`config.mk`:
```
export PLATFORM = sky130hd
export DESIGN_NAME = baud_tick_gen
export DESIGN_NICKNAME = d
export VERILOG_FILES = /design/src/rtl/baud_tick_gen.sv
export SDC_FILE = /design/constraint.sdc
export NUM_CORES = 1
export LEC_CHECK = 0
export CORE_AREA = 2 2 74 76
export DETAILED_ROUTE_END_ITERATION = 16
export DIE_AREA = 0 0 76 78
export DONT_BUFFER_PORTS = 1
export GPL_ROUTABILITY_DRIVEN = 0
export PLACE_DENSITY = 0.75
export SETUP_SLACK_MARGIN = 0.02
export SYNTH_ARGS = -nofsm -noshare
export SYNTH_HDL_FRONTEND = slang
export SYNTH_SLANG_ARGS = --single-unit
export TNS_END_PERCENT = 30
```
`constraint.sdc`:
```
create_clock -name clk_i -period 4.2 [get_ports clk_i]
set_input_delay 0.63 -clock clk_i [delete_from_list [all_inputs] [get_ports clk_i]]
set_output_delay 0.63 -clock clk_i [all_outputs]
set_load 0.02 [all_outputs]
```
`src/rtl/baud_tick_gen.sv`:
```
`default_nettype none
// ============================================================================
// Module   : baud_tick_gen
// Brief    : Run-time programmable UART baud tick generator. Emits one-cycle
//            rx oversample and tx bit strobes in the clk domain. Defining
//            BAUD_FRAC_EN adds a fractional-divisor accumulator.
// Revision : 1.0 - initial release
// ============================================================================
module baud_tick_gen #(
    parameter int unsigned CLK_HZ     = 100000000,
    parameter int unsigned BAUD       = 9600,
    parameter int unsigned OVERSAMPLE = 8,
    parameter int unsigned DIV_W      = 16,
    parameter int unsigned FRAC_W     = 4
) (
    input  logic                          clk_i,
    input  logic                          rst_ni,
    input  logic                          en_i,
    input  logic                          cfg_valid_i,
    output logic                          cfg_ready_o,
    input  logic [DIV_W-1:0]              cfg_div_i,
    input  logic [FRAC_W-1:0]             cfg_frac_i,
    output logic                          cfg_err_o,
    output logic                          rx_tick_o,
    output logic                          tx_tick_o,
    output logic [$clog2(OVERSAMPLE)-1:0] tx_phase_o
);

    localparam int unsigned PHASE_W = $clog2(OVERSAMPLE);
    localparam logic [63:0] c_baud_os = 64'(BAUD) * 64'(OVERSAMPLE);
    localparam logic [DIV_W-1:0] c_div_rst = DIV_W'(64'(CLK_HZ) / c_baud_os);
    localparam logic [PHASE_W-1:0] c_phase_last = PHASE_W'(OVERSAMPLE - 1);

    logic [DIV_W-1:0]   cnt_q, cnt_d;
    logic [DIV_W-1:0]   div_a_q, div_a_d;
    logic [DIV_W-1:0]   div_s_q, div_s_d;
    logic               pend_q, pend_d;
    logic [PHASE_W-1:0] phase_q, phase_d;
    logic               rx_tick_q, rx_tick_d;
    logic               tx_tick_q, tx_tick_d;
    logic               cfg_err_q, cfg_err_d;

    logic               w_xfer;
    logic               w_last;
    logic [DIV_W-1:0]   w_period_m1;

`ifdef BAUD_FRAC_EN
    localparam logic [FRAC_W-1:0] c_frac_rst =
        FRAC_W'((64'(CLK_HZ) << FRAC_W) / c_baud_os);

    logic [FRAC_W-1:0]  acc_q, acc_d;
    logic               carry_q, carry_d;
    logic [FRAC_W-1:0]  frac_a_q, frac_a_d;
    logic [FRAC_W-1:0]  frac_s_q, frac_s_d;
    logic [FRAC_W:0]    w_acc_sum;
    logic               w_carry_eff;

    // A carry on an all-ones divisor would need a period of 2^DIV_W; drop it.
    assign w_carry_eff = carry_q && (div_a_q != {DIV_W{1'b1}});
    assign w_period_m1 = w_carry_eff ? div_a_q : (div_a_q - 1'b1);
    assign w_acc_sum   = {1'b0, acc_q} + {1'b0, frac_a_q};
`else
    logic w_unused_frac;

    assign w_unused_frac = ^cfg_frac_i;
    assign w_period_m1   = div_a_q - 1'b1;
`endif

    assign w_xfer = cfg_valid_i && !pend_q;
    assign w_last = (cnt_q == w_period_m1);

    always_comb begin
        cnt_d     = cnt_q;
        div_a_d   = div_a_q;
        div_s_d   = div_s_q;
        pend_d    = pend_q;
        phase_d   = phase_q;
        rx_tick_d = 1'b0;
        tx_tick_d = 1'b0;
        cfg_err_d = 1'b0;
`ifdef BAUD_FRAC_EN
        acc_d     = acc_q;
        carry_d   = carry_q;
        frac_a_d  = frac_a_q;
        frac_s_d  = frac_s_q;
`endif

        if (w_xfer) begin
            if (cfg_div_i >= DIV_W'(2)) begin
                div_s_d = cfg_div_i;
                pend_d  = 1'b1;
`ifdef BAUD_FRAC_EN
                frac_s_d = cfg_frac_i;
`endif
            end else begin
                cfg_err_d = 1'b1;
            end
        end

        if (!en_i) begin
            cnt_d   = '0;
            phase_d = '0;
`ifdef BAUD_FRAC_EN
            acc_d   = '0;
            carry_d = 1'b0;
`endif
            if (pend_q) begin
                div_a_d = div_s_q;
                pend_d  = 1'b0;
`ifdef BAUD_FRAC_EN
                frac_a_d = frac_s_q;
`endif
            end
        end else if (w_last) begin
            cnt_d     = '0;
            rx_tick_d = 1'b1;
            tx_tick_d = (phase_q == c_phase_last);
            phase_d   = phase_q + 1'b1;
`ifdef BAUD_FRAC_EN
            {carry_d, acc_d} = w_acc_sum;
`endif
            // New divisor takes effect on a boundary; phase keeps running.
            if (pend_q) begin
                div_a_d = div_s_q;
                pend_d  = 1'b0;
`ifdef BAUD_FRAC_EN
                frac_a_d = frac_s_q;
                acc_d    = '0;
                carry_d  = 1'b0;
`endif
            end
        end else begin
            cnt_d = cnt_q + 1'b1;
        end
    end

    always_ff @(posedge clk_i) begin
        if (!rst_ni) begin
            cnt_q     <= '0;
            div_a_q   <= c_div_rst;
            div_s_q   <= c_div_rst;
            pend_q    <= 1'b0;
            phase_q   <= '0;
            rx_tick_q <= 1'b0;
            tx_tick_q <= 1'b0;
            cfg_err_q <= 1'b0;
`ifdef BAUD_FRAC_EN
            acc_q     <= '0;
            carry_q   <= 1'b0;
            frac_a_q  <= c_frac_rst;
            frac_s_q  <= c_frac_rst;
`endif
        end else begin
            cnt_q     <= cnt_d;
            div_a_q   <= div_a_d;
            div_s_q   <= div_s_d;
            pend_q    <= pend_d;
            phase_q   <= phase_d;
            rx_tick_q <= rx_tick_d;
            tx_tick_q <= tx_tick_d;
            cfg_err_q <= cfg_err_d;
`ifdef BAUD_FRAC_EN
            acc_q     <= acc_d;
            carry_q   <= carry_d;
            frac_a_q  <= frac_a_d;
            frac_s_q  <= frac_s_d;
`endif
        end
    end

    assign cfg_ready_o = !pend_q;
    assign cfg_err_o   = cfg_err_q;
    assign rx_tick_o   = rx_tick_q;
    assign tx_tick_o   = tx_tick_q;
    assign tx_phase_o  = phase_q;

endmodule
`default_nettype wire

```
==> results.json <==
{
  "postCtsHoldBufs": 0,
  "grt_pass1_wl_mm": 10.56,
  "start_util_pct": 59.90,
  "wl_per_cell_um": 15.73,
  "ys_ff_latch": 55,
  "synth_area_um2": 3020,
  "synth_top_family_by_area": "simple AND/OR/NAND/NOR gates",
  "powerDensity_nw_per_um2": 309.8,
  "rsz0062_at_grt": "no",
  "crit_path_frequent_cell": "or4_1",
  "yosysTopAreaCell": "dfxtp_1",
  "ios": 31,
  "cts.sinks": 55,
  "ys.flop_type": "dfxtp_1",
  "synth_top_cells_by_count": "dfxtp_1, nand2_1, xnor2_1",
  "maxCapViolCount": 0,
  "clkLatencyLatePin_ns": 0.32,
  "io_buffers": 0,
  "path_cells": "inv_1 > ha_1 > or3b_4 > nor3_1 > or4_1 > a31o_1 > or4_1 > o21a_4 > o311a_1",
  "cts_tree": "done",
  "cts_made_buffers": 5,
  "synth.area.mux_share_pct": 5.634,
  "slew_headroom_pct": 18.25,
  "layout-drive-gt1-share_pct": 9.259,
  "reg2reg_to": "div_a_q[10]",
  "grt_util_all_layers_pct": 21.87,
  "ant_nets": 0,
  "htreeDepth": 2,
  "dieArea_um2": 5928,
  "drv_slew": 0,
  "synth.most_common_cell": "dfxtp_1",
  "rows": 26,
  "critPathKind": "flop to flop",
  "setup_tns_ns": 0,
  "crit_start": "div_a_q[0]",
  "synthCells": 338,
  "synthAdderAreaFrac_pct": 1.657,
  "cts.path.max_buffers": 2,
  "startpoint_type": "flop",
  "timing.critical_path.fanout_max": 16,
  "antenna_found_initial": 0,
  "syn_nets": 366,
  "reg2reg_from": "div_a_q[0]",
  "hp-start": "rst_ni",
  "synth-simple-area-share_pct": 26.30,
  "grt_overflow_total": 0,
  "critPathArrivalTime_ns": 3.53,
  "synthArstFlopShare_pct": 0,
  "cpMaxStageDelayCell": "or4_1",
  "clk_pin_slew_worst_paths_ns": 0.11,
  "hold_ws_ns": 0.3620,
  "end_kind": "flop",
  "vias": 2335,
  "avgSynthCellArea_um2": 8.936,
  "antenna_cells": 0,
  "ir_drop_v": 0.0002502,
  "dr.pass1.iters": 4,
  "hold_violations": 0,
  "min_to": "div_s_q[8]",
  "grt_pass1_vias": 2249,
  "drt_iter0_markers": 141,
  "final_nets": 351,
  "synth_edf_count": 0,
  "crit_required_ns": 4.41,
  "synth.top_cell.area_share_pct": 36.45,
  "area_delta_synth_final_pct": 2.651,
  "layout_min_cycle_time_ns": 3.326,
  "yosysUniqueCellTypes": 53,
  "cts_resized": 0,
  "synth.area.top_cells": "dfxtp_1, xnor2_1, mux2i_1",
  "die_y_um": 78,
  "viasPerCell": 5.926,
  "finalCritPeriodShare_pct": 79.20,
  "yosys.area_share.xor_xnor_pct": 9.569,
  "chipWidth_um": 76,
  "yosys_warnings": 0,
  "drc": 0,
  "synth_compound_area_share_pct": 15.49,
  "reg2regPathDepth": 9,
  "fin_worst_skew_ns": 0.01012,
  "wl_mm": 6.199,
  "hold_depth": 1,
  "worstMarginPinSlew_ns": 1.224,
  "ys_seq_area_share_pct": 36.45,
  "report.final.setup_viol": 0,
  "p_leak_uw": 0.001124,
  "reg2reg_slack_ns": 0.87,
  "post-cts-setup-buffers": 0,
  "status": "completed",
  "max_freq_ghz": 0.3006,
  "grt_max_degree": 23,
  "cpPeakStageDelay_ns": 0.67,
  "dp_hpwl_mm": 4.397,
  "hold_path_class": "input pin to flop",
  "cts-root-buf": "clkbuf_8",
  "core_area_um2": 5042
}
report_power, final:
group	internal, uW	switching, uW	leakage, uW
Sequential	538	16.7	0.000447
Combinational	33.3	44.6	0.000624
Clock	139	189	0.0000533
how the worst max path moves through the flow:
stage / cells past startpoint / end / slack (ns)
detailed placement: 9 / div_a_q[10] / 0.89
floorplan: 11 / cnt_q[13] / 1.42
global route: 9 / div_a_q[10] / 0.66
CTS: 9 / div_a_q[10] / 0.86
finish: 9 / div_a_q[10] / 0.87
global placement: 9 / div_a_q[1] / 0.99
cells in the final DEF (no fill, tap or decap), drive strengths merged, types with 7 or more instances in the layout:
cell type / count
o21a: 7
nand3: 8
nor2: 15
mux2i: 17
dfxtp: 55
and2: 19
nor2b: 15
xor2: 11
inv: 7
o211ai: 23
nor3: 12
xnor2: 22
nand2: 39
worst max-delay path, delay by kind of cell (launching register included):
family                   cells  cell delay [ns]
adder cells (fa/ha/maj)      1             0.23
AND/OR/NAND/NOR              4             1.53
flip-flops                   1             0.45
buffers and inverters        1             0.07
AO/OA/AOI/OAI                3             0.94
layout make-up:
cell class / instances / area [um2]
sequential: 55 / 1101
tap: 70 / 87.58
fill: 446 / 1942
inverter: 6 / 22.52
timing repair buffer: 2 / 15.01
clock buffer: 6 / 82.58
clock inverter: 2 / 20.02
multi-input combinational: 253 / 1772
stage by stage:
stage / setup WS, ns / cell area, um2 / power [uW] / utilization [%] / cells
2_1_floorplan: 1.418 / 3020 / 632.9 / - / 338
3_3_place_gp: 0.9865 / 2998 / 641.2 / 59.45 / 386
3_5_place_dp: 0.8874 / 2998 / 643.6 / 59.45 / 386
4_1_cts: 0.8649 / 3100 / 968.2 / 61.49 / 394
5_1_grt: 0.6581 / 3100 / 993.7 / 61.49 / 394
6_report: 0.8738 / 3100 / 960.4 / 61.49 / 394
flip-flops by register name, summed over array words and instances (netlist names):
name / count
cfg_err_o: 1
cnt_q: 16
div_a_q: 16
div_s_q: 16
pend_q: 1
rx_tick_o: 1
tx_phase_o: 3
tx_tick_o: 1
routing by layer:
layer	track usage [%]	vias to the layer above	share of wire, %
met5	0	-	0
met4	7.455	0	1.7
met3	4.535	10	5.3
met2	36.34	60	47
met1	28.42	1099	46
li1	-	1166	-
cells by family (layout without fill, tap and decap cells):
logic type / Yosys count / in the layout
simple gates: 144 / 144
compound gates: 55 / 55
flops: 55 / 55
xor+xnor: 33 / 33
buf+inv: 30 / 16
mux: 17 / 17
fa+ha+maj: 4 / 4
Note: power is estimated with default switching activity, not from simulation.
